`src/rtl/seg_disp_arbiter.sv`:
```
// seg_disp_arbiter: shares the 8-digit multiplexed 7-segment display between two 32-bit requesters
module seg_disp_arbiter #(
    parameter int SCAN_DIV    = 20000,
    parameter int BLANK_CYC   = 500,
    parameter int HOLD_FRAMES = 4
) (
    input  logic        clk100MHz,
    input  logic        rst,
    input  logic [1:0]  req,
    input  logic [31:0] data0,
    input  logic [31:0] data1,
    input  logic [1:0]  lzb,
    output logic [1:0]  grant,
    output logic        frame_done,
    output logic [7:0]  LEDSEL,
    output logic [7:0]  LEDOUT
);
    localparam int CW = $clog2(SCAN_DIV);
    localparam int FW = $clog2(HOLD_FRAMES + 1);
    localparam logic [7:0] SEG [16] = '{8'h88, 8'hED, 8'hA2, 8'hA4, 8'hC5, 8'h94, 8'h90, 8'hAD,
                                        8'h80, 8'h84, 8'hA0, 8'hD0, 8'hF2, 8'hE0, 8'h92, 8'h93};
    typedef enum logic [1:0] {IDLE, OWN0, OWN1} state_t;
    state_t        r_state, w_next;
    logic [CW-1:0] r_cnt;
    logic [2:0]    r_idx;
    logic          r_rr_last;
    logic [FW-1:0] r_frames;
    logic [31:0]   r_snap;
    logic          r_snap_lzb;
    logic          r_frame_done;
    logic [7:0]    r_ledsel, r_ledout;
    logic          w_slot_tick, w_frame_end, w_new_grant, w_hold_done, w_blank, w_lz;
    logic [4:0]    w_shift;
    logic [3:0]    w_nib;

    assign w_slot_tick = r_cnt == CW'(SCAN_DIV - 1);
    assign w_frame_end = w_slot_tick && r_idx == 3'd7;
    assign w_hold_done = r_frames >= FW'(HOLD_FRAMES);
    assign w_shift     = {r_idx, 2'b00};
    assign w_nib       = r_snap[w_shift +: 4];
    assign w_lz        = r_snap_lzb && r_idx != 3'd0 && (r_snap >> w_shift) == 32'd0;
    assign w_blank     = r_cnt < CW'(BLANK_CYC) || r_state == IDLE;
    assign grant       = {r_state == OWN1, r_state == OWN0};
    assign frame_done  = r_frame_done;
    assign LEDSEL      = r_ledsel;
    assign LEDOUT      = r_ledout;

    // Slot prescaler and digit index; a frame is eight slots
    always_ff @(posedge clk100MHz) begin
        if (rst) begin
            r_cnt <= '0;
            r_idx <= '0;
        end else begin
            r_cnt <= w_slot_tick ? '0 : r_cnt + 1'b1;
            r_idx <= r_idx + 3'(w_slot_tick);
        end
    end

    // Arbitration decision: round-robin on ties, owner keeps the display until its hold time expires
    always_comb begin
        w_next = r_state;
        case (r_state)
            IDLE:    w_next = (req == 2'b11) ? (r_rr_last ? OWN0 : OWN1) : req[0] ? OWN0 : req[1] ? OWN1 : IDLE;
            OWN0:    w_next = !req[0] ? (req[1] ? OWN1 : IDLE) : (req[1] && w_hold_done) ? OWN1 : OWN0;
            OWN1:    w_next = !req[1] ? (req[0] ? OWN0 : IDLE) : (req[0] && w_hold_done) ? OWN0 : OWN1;
            default: w_next = IDLE;
        endcase
        w_new_grant = w_next != IDLE && w_next != r_state;
    end

    // Arbiter state register, advanced only at frame end
    always_ff @(posedge clk100MHz) begin
        if (rst) r_state <= IDLE;
        else if (w_frame_end) r_state <= w_next;
    end

    // Ownership bookkeeping and tear-free snapshot of the owner's value, taken on the same edge as the grant
    always_ff @(posedge clk100MHz) begin
        if (rst) begin
            r_rr_last  <= 1'b1;
            r_frames   <= '0;
            r_snap     <= '0;
            r_snap_lzb <= 1'b0;
        end else if (w_frame_end) begin
            r_snap     <= (w_next == OWN1) ? data1 : data0;
            r_snap_lzb <= (w_next == OWN1) ? lzb[1] : lzb[0];
            if (w_new_grant) begin
                r_frames  <= FW'(1);
                r_rr_last <= w_next == OWN1;
            end else if (w_next != IDLE && !w_hold_done) begin
                r_frames <= r_frames + 1'b1;
            end
        end
    end

    // Registered pin drive: ghost-guard blanking, digit select and segment encoding with leading-zero blanking
    always_ff @(posedge clk100MHz) begin
        if (rst) begin
            r_ledsel     <= 8'hFF;
            r_ledout     <= 8'hFF;
            r_frame_done <= 1'b0;
        end else begin
            r_ledsel     <= w_blank ? 8'hFF : ~(8'd1 << r_idx);
            r_ledout     <= (w_blank || w_lz) ? 8'hFF : SEG[w_nib];
            r_frame_done <= w_frame_end;
        end
    end
endmodule

```
`config.mk`:
```
export PLATFORM = sky130hd
export DESIGN_NAME = seg_disp_arbiter
export DESIGN_NICKNAME = d
export VERILOG_FILES = /design/src/rtl/seg_disp_arbiter.sv
export SDC_FILE = /design/constraint.sdc
export NUM_CORES = 1
export LEC_CHECK = 0
export CELL_PAD_IN_SITES_DETAIL_PLACEMENT = 1
export CELL_PAD_IN_SITES_GLOBAL_PLACEMENT = 1
export CORE_UTILIZATION = 37
export CTS_CLUSTER_SIZE = 40
export DETAILED_ROUTE_END_ITERATION = 10
export GPL_ROUTABILITY_DRIVEN = 0
export GPL_TIMING_DRIVEN = 1
export PLACE_DENSITY = 0.87
export SETUP_SLACK_MARGIN = 0.05
export SYNTH_ARGS = -nofsm -noshare
export SYNTH_HDL_FRONTEND = slang
export SYNTH_SLANG_ARGS = --single-unit
export TNS_END_PERCENT = 20
```
`constraint.sdc`:
```
create_clock -name clk100MHz -period 2.85 [get_ports clk100MHz]
set_clock_uncertainty 0.1 [all_clocks]
set_input_delay 0.4275 -clock clk100MHz [delete_from_list [all_inputs] [get_ports clk100MHz]]
set_output_delay 0.4275 -clock clk100MHz [all_outputs]
set_load 0.02 [all_outputs]
```
==> run metrics, run 1 <==
fraction of the yosys area taken by sequential cells between 30% and 40%; Global Route Usage Sum about a fifth; post-synth cell types 52; total core area 9820 µm²; first-pass detailed-route iteration total 5; result of the run finished clean; total power density per cell area ~410 nW/µm²; worst min-delay path category flip-flop to flip-flop; number of antenna repair diodes 0; most common cell after layout, fill and taps aside sky130_fd_sc_hd__clkdlybuf4s50_1; Clk Tree Root Cell sky130_fd_sc_hd__clkbuf_8; maximum operating frequency between 300 and 400 MHz; Worst EP arrival approximately 2.8 ns; number of cells on the worst reg-to-reg path 8; Post-synth ARST share 0%; most used cells in the layout excluding fill and tap cells sky130_fd_sc_hd__clkdlybuf4s50_1 (87), sky130_fd_sc_hd__nand2_1 (85), sky130_fd_sc_hd__nor2_1 (78); Max Transition Viols Final 0; transition time of the tightest slew-check pin just under 0.6 ns; number of antenna violations at the first check in global routing 0; sequential cell fraction of total power between 50% and 60%; post-route antenna net violation count 0; kind of capture point of the worst setup path flip-flop; least setup slack across all paths after layout approximately 0.22 ns; fraction of power consumed by combinational cells 8.4%; Peak supply drop about 0.17 mV; number of DRC violations after detailed-routing iteration 0 ~150; standard-cell row count 36; timing endpoint of the critical path LEDOUT[4]$_SDFF_PP1_; leakage power of the design ~0.0018 µW; worst-skew pair later-pin latency approximately 0.35 ns; vias per cell 5.29; post-route fraction of the period consumed by the critical path between 90% and 100%; pin count of the biggest net entering global routing between 60 and 70; TritonCTS buffer count 9; nets@finish between 600 and 700; Fin Setup TNS 0 ns; number of clock sinks seen by CTS 73; vias in the first global route 3690; number of enable flip-flop cells after synthesis 0; Worst R2R End LEDOUT[4]$_SDFF_PP1_; worst reg2reg path startpoint r_idx[0]$_SDFF_PP0_; Setup crit start kind flip-flop; Fillers about 1200; startpoint of the most critical setup path r_idx[0]$_SDFF_PP0_; Int Power about 1600 µW; post-route DRC violation count 0; half-perimeter wire length of the detailed placement result between 8 and 9 mm; Area growth, synth to finish 31.0%; library cell occupying the most area in the post-synthesis netlist sky130_fd_sc_hd__dfxtp_1; net count after synthesis between 500 and 600; count of pins on the block boundary 89; hold-fix buffer count after cts 0; drt total wl roughly 11 mm; total gr overflow 0; clock network fraction of total power about 41%; setup repair after global routing missed its margin false; clock-pin slew on the worst setup and hold paths approximately 0.07 ns; FF-to-FF setup slack 0.22 ns; area of the die 10600 µm²; Avg Cell Area, Syn 8.13 µm²; critical path required time around 3.0 ns; total setup violations reported at the end of the flow 0; average wire per standard cell roughly 16 µm; Setup Slack @ Placement 0.0528 ns; post-synth top area share 38.7%; top cells by area in the synthesized netlist sky130_fd_sc_hd__dfxtp_1 (39%), sky130_fd_sc_hd__nand2_1 (8.5%), sky130_fd_sc_hd__nor2_1 (7.8%); via count of the routed design around 3600; vertical die dimension between 100 and 150 µm; flip-flop and latch count after synthesis 73; Crit Path Category flip-flop to flip-flop; area of the mapped netlist approximately 3800 µm²; number of instances in the synthesized netlist between 400 and 500; final worst path period need approximately 2.6 ns; CTS H-tree lvls 3; maximum buffer depth of the clock tree 2; TritonCTS clock tree yes; Max Cap Violations 0; final number of hold-violating endpoints 0; switching component of the power 439 µW; maximum fanout along the worst path 12; Yosys warning total 0; wire length of the first global-routing pass roughly 17 mm; switching part of the total about 22%; Synth Flop Type sky130_fd_sc_hd__dfxtp_1; share of layout cells above drive strength 1 7.35%; number of I/O port buffers between 80 and 90; relative slew slack 60.1%; Initial Utilization approximately two fifths; floorplan die width just over 100 µm
[stage by stage]
| step | area, µm² | hold slack [ns] | utilization (%) | instances | total power [µW] |
|---|---|---|---|---|---|
| global route | 4940 | 0.400 | 50.3 | 677 | 2110 |
| CTS | 4940 | 0.376 | 50.3 | 677 | 2060 |
| finish | 4940 | 0.368 | 50.3 | 677 | 2040 |
| floorplan | 3770 | 0.330 | - | 464 | 1110 |
| detailed placement | 4730 | 0.359 | 48.2 | 661 | 1220 |
| global placement | 4730 | 0.339 | 48.2 | 661 | 1220 |
[logic make-up (layout without fill, tap and decap cells)]
logic type | count (synthesis) | in the layout | share of synthesized area [%]
other cells | 1 | 1 | 0.0994
flops | 73 | 73 | 38.7
mux | 15 | 15 | 5.37
xor+xnor | 14 | 14 | 3.25
buf+inv | 44 | 124 | 5.54
fa+ha+maj | 11 | 11 | 3.65
compound gates | 80 | 80 | 17.1
simple gates | 226 | 226 | 26.2
[layer usage]
| metal | track usage (%) | share of wire (%) | vias to the layer above |
|---|---|---|---|
| met1 | 25.3 | 44 | 1697 |
| met4 | 9.21 | 1.9 | 0 |
| li1 | - | - | 1783 |
| met2 | 38.3 | 50 | 84 |
| met3 | 2.31 | 3.4 | 14 |
| met5 | 0 | 0 | - |
[how the worst min path moves through the flow]
stage,start,to,slack (ns),cells past startpoint
after floorplan,r_cnt[0]$_SDFF_PP0_,r_cnt[0]$_SDFF_PP0_,0.33,1
after global placement,r_cnt[0]$_SDFF_PP0_,r_cnt[0]$_SDFF_PP0_,0.34,1
after detailed placement,r_cnt[0]$_SDFF_PP0_,r_cnt[0]$_SDFF_PP0_,0.36,1
after CTS,r_cnt[0]$_SDFF_PP0_,r_cnt[0]$_SDFF_PP0_,0.38,1
after global routing,r_cnt[0]$_SDFF_PP0_,r_cnt[0]$_SDFF_PP0_,0.40,1
final,r_cnt[0]$_SDFF_PP0_,r_cnt[0]$_SDFF_PP0_,0.37,1
[flip-flops by register name, summed over array words and instances (netlist names)]
signal	flops
r_cnt	15
r_snap	32
r_snap_lzb	1
r_frames	3
r_rr_last	1
LEDSEL	8
r_idx	3
LEDOUT	7
frame_done	1
r_state	2
[power by group through the flow]
stage	Clock [µW]	Sequential, µW	Combinational, µW
after global routing	896	1030	188
final	843	1030	171
after global placement	0	1050	168
after detailed placement	0	1050	172
after CTS	858	1030	173
after floorplan	0	1050	59.7
[critical path: stages, from the launching register on]
cell	delay, ns
sky130_fd_sc_hd__dfxtp_4	0.44
sky130_fd_sc_hd__mux4_2	0.53
sky130_fd_sc_hd__mux2_2	0.33
sky130_fd_sc_hd__inv_1	0.15
sky130_fd_sc_hd__ha_1	0.20
sky130_fd_sc_hd__o211a_1	0.16
sky130_fd_sc_hd__o2111ai_1	0.13
sky130_fd_sc_hd__a22oi_2	0.35
sky130_fd_sc_hd__a311o_1	0.18
[timing repair]
item,in CTS,in global routing
resized for setup,1,1
setup buffers,0,0
endpoints found under the setup margin,6,6
hold endpoints to repair,0,0
pin swaps,0,1
[area by class of cell]
| type | count | area [µm²] | area share, % |
|---|---|---|---|
| clock inverter | 2 | 35.0 | 0.709 |
| timing repair buffer | 96 | 951 | 19.2 |
| multi-input combinational | 347 | 2110 | 42.6 |
| sequential | 73 | 1470 | 29.6 |
| inverter | 12 | 45.0 | 0.911 |
| clock buffer | 14 | 173 | 3.49 |
| tap | 133 | 166 | 3.37 |
[cell usage after synthesis, types with 10 or more instances]
master / count
sky130_fd_sc_hd__nand2_1: 85
sky130_fd_sc_hd__nor2b_1: 10
sky130_fd_sc_hd__a21oi_1: 11
sky130_fd_sc_hd__dfxtp_1: 73
sky130_fd_sc_hd__nand3_1: 17
sky130_fd_sc_hd__buf_2: 17
sky130_fd_sc_hd__ha_1: 11
sky130_fd_sc_hd__clkbuf_1: 10
sky130_fd_sc_hd__a311oi_1: 33
sky130_fd_sc_hd__inv_1: 11
sky130_fd_sc_hd__nor3_1: 10
sky130_fd_sc_hd__nor2_1: 78
No activity file was read; power rests on OpenSTA's default activity.
==> run 2: changes to the inputs <==
REMOVE_ABC_BUFFERS = 1   (was not set)
==> run 2 against run 1 <==
Against the previous run:
- sequential cell count did not move
- non-clock buffer count did not move
- count of clock-buffer cells in the layout fell by 3
- design area fell by 0.25%
- global-route usage rose by 1.6 points
- core utilization fell by 0.13 points
- largest cell class unchanged
- largest power group unchanged
- total power barely moved
- fmax rose by 3.4%
==> run metrics, run 2 (same netlist as run 1, synthesis figures left out) <==
result of the run finished clean; first-pass detailed-route iteration total 4; Crit Path Category flip-flop to flip-flop; pin count of the biggest net entering global routing between 40 and 50; Setup crit start kind flip-flop; most common cell after layout, fill and taps aside sky130_fd_sc_hd__clkdlybuf4s50_1; CTS H-tree lvls 3; Placed Cells 660; total gr overflow 0; Fin Setup TNS 0 ns; area of the die roughly 11000 µm²; TritonCTS buffer count 9; Worst EP arrival approximately 2.7 ns; cell area reported after detailed placement between 4000 and 5000 µm²; Largest register FFs 32; standard-cell row count 36; highest-utilization routing layer at the global route stage met2; count of pins on the block boundary between 80 and 90; relative slew slack 57.4%; Max Cap Violations 0; drt total wl roughly 11 mm; final number of hold-violating endpoints 0; number of antenna violations at the first check in global routing 1; top register by number of flip-flops r_snap; critical path required time around 3.0 ns; wire length of the first global-routing pass around 19 mm; vias per cell ~5.4; total setup violations reported at the end of the flow 0; post-route fraction of the period consumed by the critical path between 80% and 90%; final worst path period need around 2.5 ns; maximum operating frequency just under 400 MHz; met2 Usage GRT 41.3%; share of layout cells above drive strength 1 under 10%; vertical die dimension around 100 µm; nets@finish slightly above 600; Global Route met1 Usage approximately a quarter; maximum buffer depth of the clock tree 2; Global Route Usage Sum about 23%; number of clock sinks seen by CTS 73; total power density per cell area just over 400 nW/µm²; maximum fanout along the worst path 6; number of I/O port buffers 87; post-route DRC violation count 0; total core area 9820 µm²; clock-pin slew on the worst setup and hold paths roughly 0.080 ns; vias in the first global route ~4000; floorplan die width 103 µm; setup repair after global routing missed its margin false; number of non-filler instances in the completed layout about 680; kind of capture point of the worst setup path flip-flop; number of DRC violations after detailed-routing iteration 0 150; half-perimeter wire length of the detailed placement result about 8.5 mm; post-route antenna net violation count 0; Area growth, synth to finish 30.7%; leakage power of the design 0.00180 µW; M3 GR Usage 3.66%; average wire per standard cell 16.5 µm; hold-fix buffer count after cts 0; Clk Tree Root Cell sky130_fd_sc_hd__clkbuf_8; worst-skew pair later-pin latency around 0.35 ns; Peak supply drop about 0.20 mV; worst min-delay path category flip-flop to flip-flop; most used cells in the layout excluding fill and tap cells sky130_fd_sc_hd__clkdlybuf4s50_1 (87), sky130_fd_sc_hd__nand2_1 (85), sky130_fd_sc_hd__nor2_1 (78); Initial Utilization 38.4%; via count of the routed design ~3700; transition time of the tightest slew-check pin around 0.64 ns; final std cell area, no fill around 4900 µm²; TritonCTS clock tree yes; Max Transition Viols Final 0
==> run 2: cell type report <==
type	count	area, µm²
Fill cell	1224	4890
Multi-Input combinational cell	347	2110
Sequential cell	73	1460
Timing Repair Buffer	96	938
Tap cell	133	166
Clock buffer	11	141
Clock inverter	5	62.6
Inverter	12	45.0
Antenna cell	1	2.50
==> run 2: final timing paths <==
check	start	to	slack [ns]	cells past startpoint
setup / recovery	r_idx[0]$_SDFF_PP0_	LEDOUT[0]$_SDFF_PP1_	0.31	7
hold / removal	r_cnt[0]$_SDFF_PP0_	r_cnt[0]$_SDFF_PP0_	0.38	1
setup reg to reg	r_idx[0]$_SDFF_PP0_	LEDOUT[0]$_SDFF_PP1_	0.31	7
hold reg to reg	r_cnt[0]$_SDFF_PP0_	r_cnt[0]$_SDFF_PP0_	0.38	1
==> run 2: worst max-delay path: stages, from the launching register on <==
cell and delay [ns]:
sky130_fd_sc_hd__dfxtp_2 0.43, sky130_fd_sc_hd__mux4_2 0.54, sky130_fd_sc_hd__mux2i_2 0.31, sky130_fd_sc_hd__inv_1 0.19
sky130_fd_sc_hd__ha_1 0.28, sky130_fd_sc_hd__nor2_1 0.15, sky130_fd_sc_hd__a21oi_1 0.07, sky130_fd_sc_hd__a221o_1 0.35
==> run 2: metrics by stage <==
step / hold slack [ns] / setup slack (ns) / power, µW / util (%)
2_1_floorplan: 0.330 / -0.809 / 1100 / -
3_3_place_gp: 0.344 / 0.313 / 1220 / 48.0
3_5_place_dp: 0.379 / 0.141 / 1220 / 48.0
4_1_cts: 0.397 / 0.0620 / 2050 / 50.1
5_1_grt: 0.423 / 0.161 / 2110 / 50.2
6_report: 0.383 / 0.310 / 2040 / 50.2
==> run 2: timing repair <==
action,4_1_cts,5_1_grt
resized for setup,0,2
setup endpoints to repair,0,6
buffers inserted,0,1
==> run 2: report_power, final <==
group	switching (µW)	leakage [µW]	internal, µW
clock	406	0.0000966	435
combinational	69.7	0.00112	102
sequential	3.96	0.000590	1020
==> run 2: layer usage <==
metal / part of all wire [%] / vias to the layer above / wire length (µm)
met5: 0 / - / 0
met4: 2.7 / 0 / 297
met3: 4.4 / 28 / 488
met2: 50 / 99 / 5590
met1: 43 / 1769 / 4820
li1: - / 1791 / -
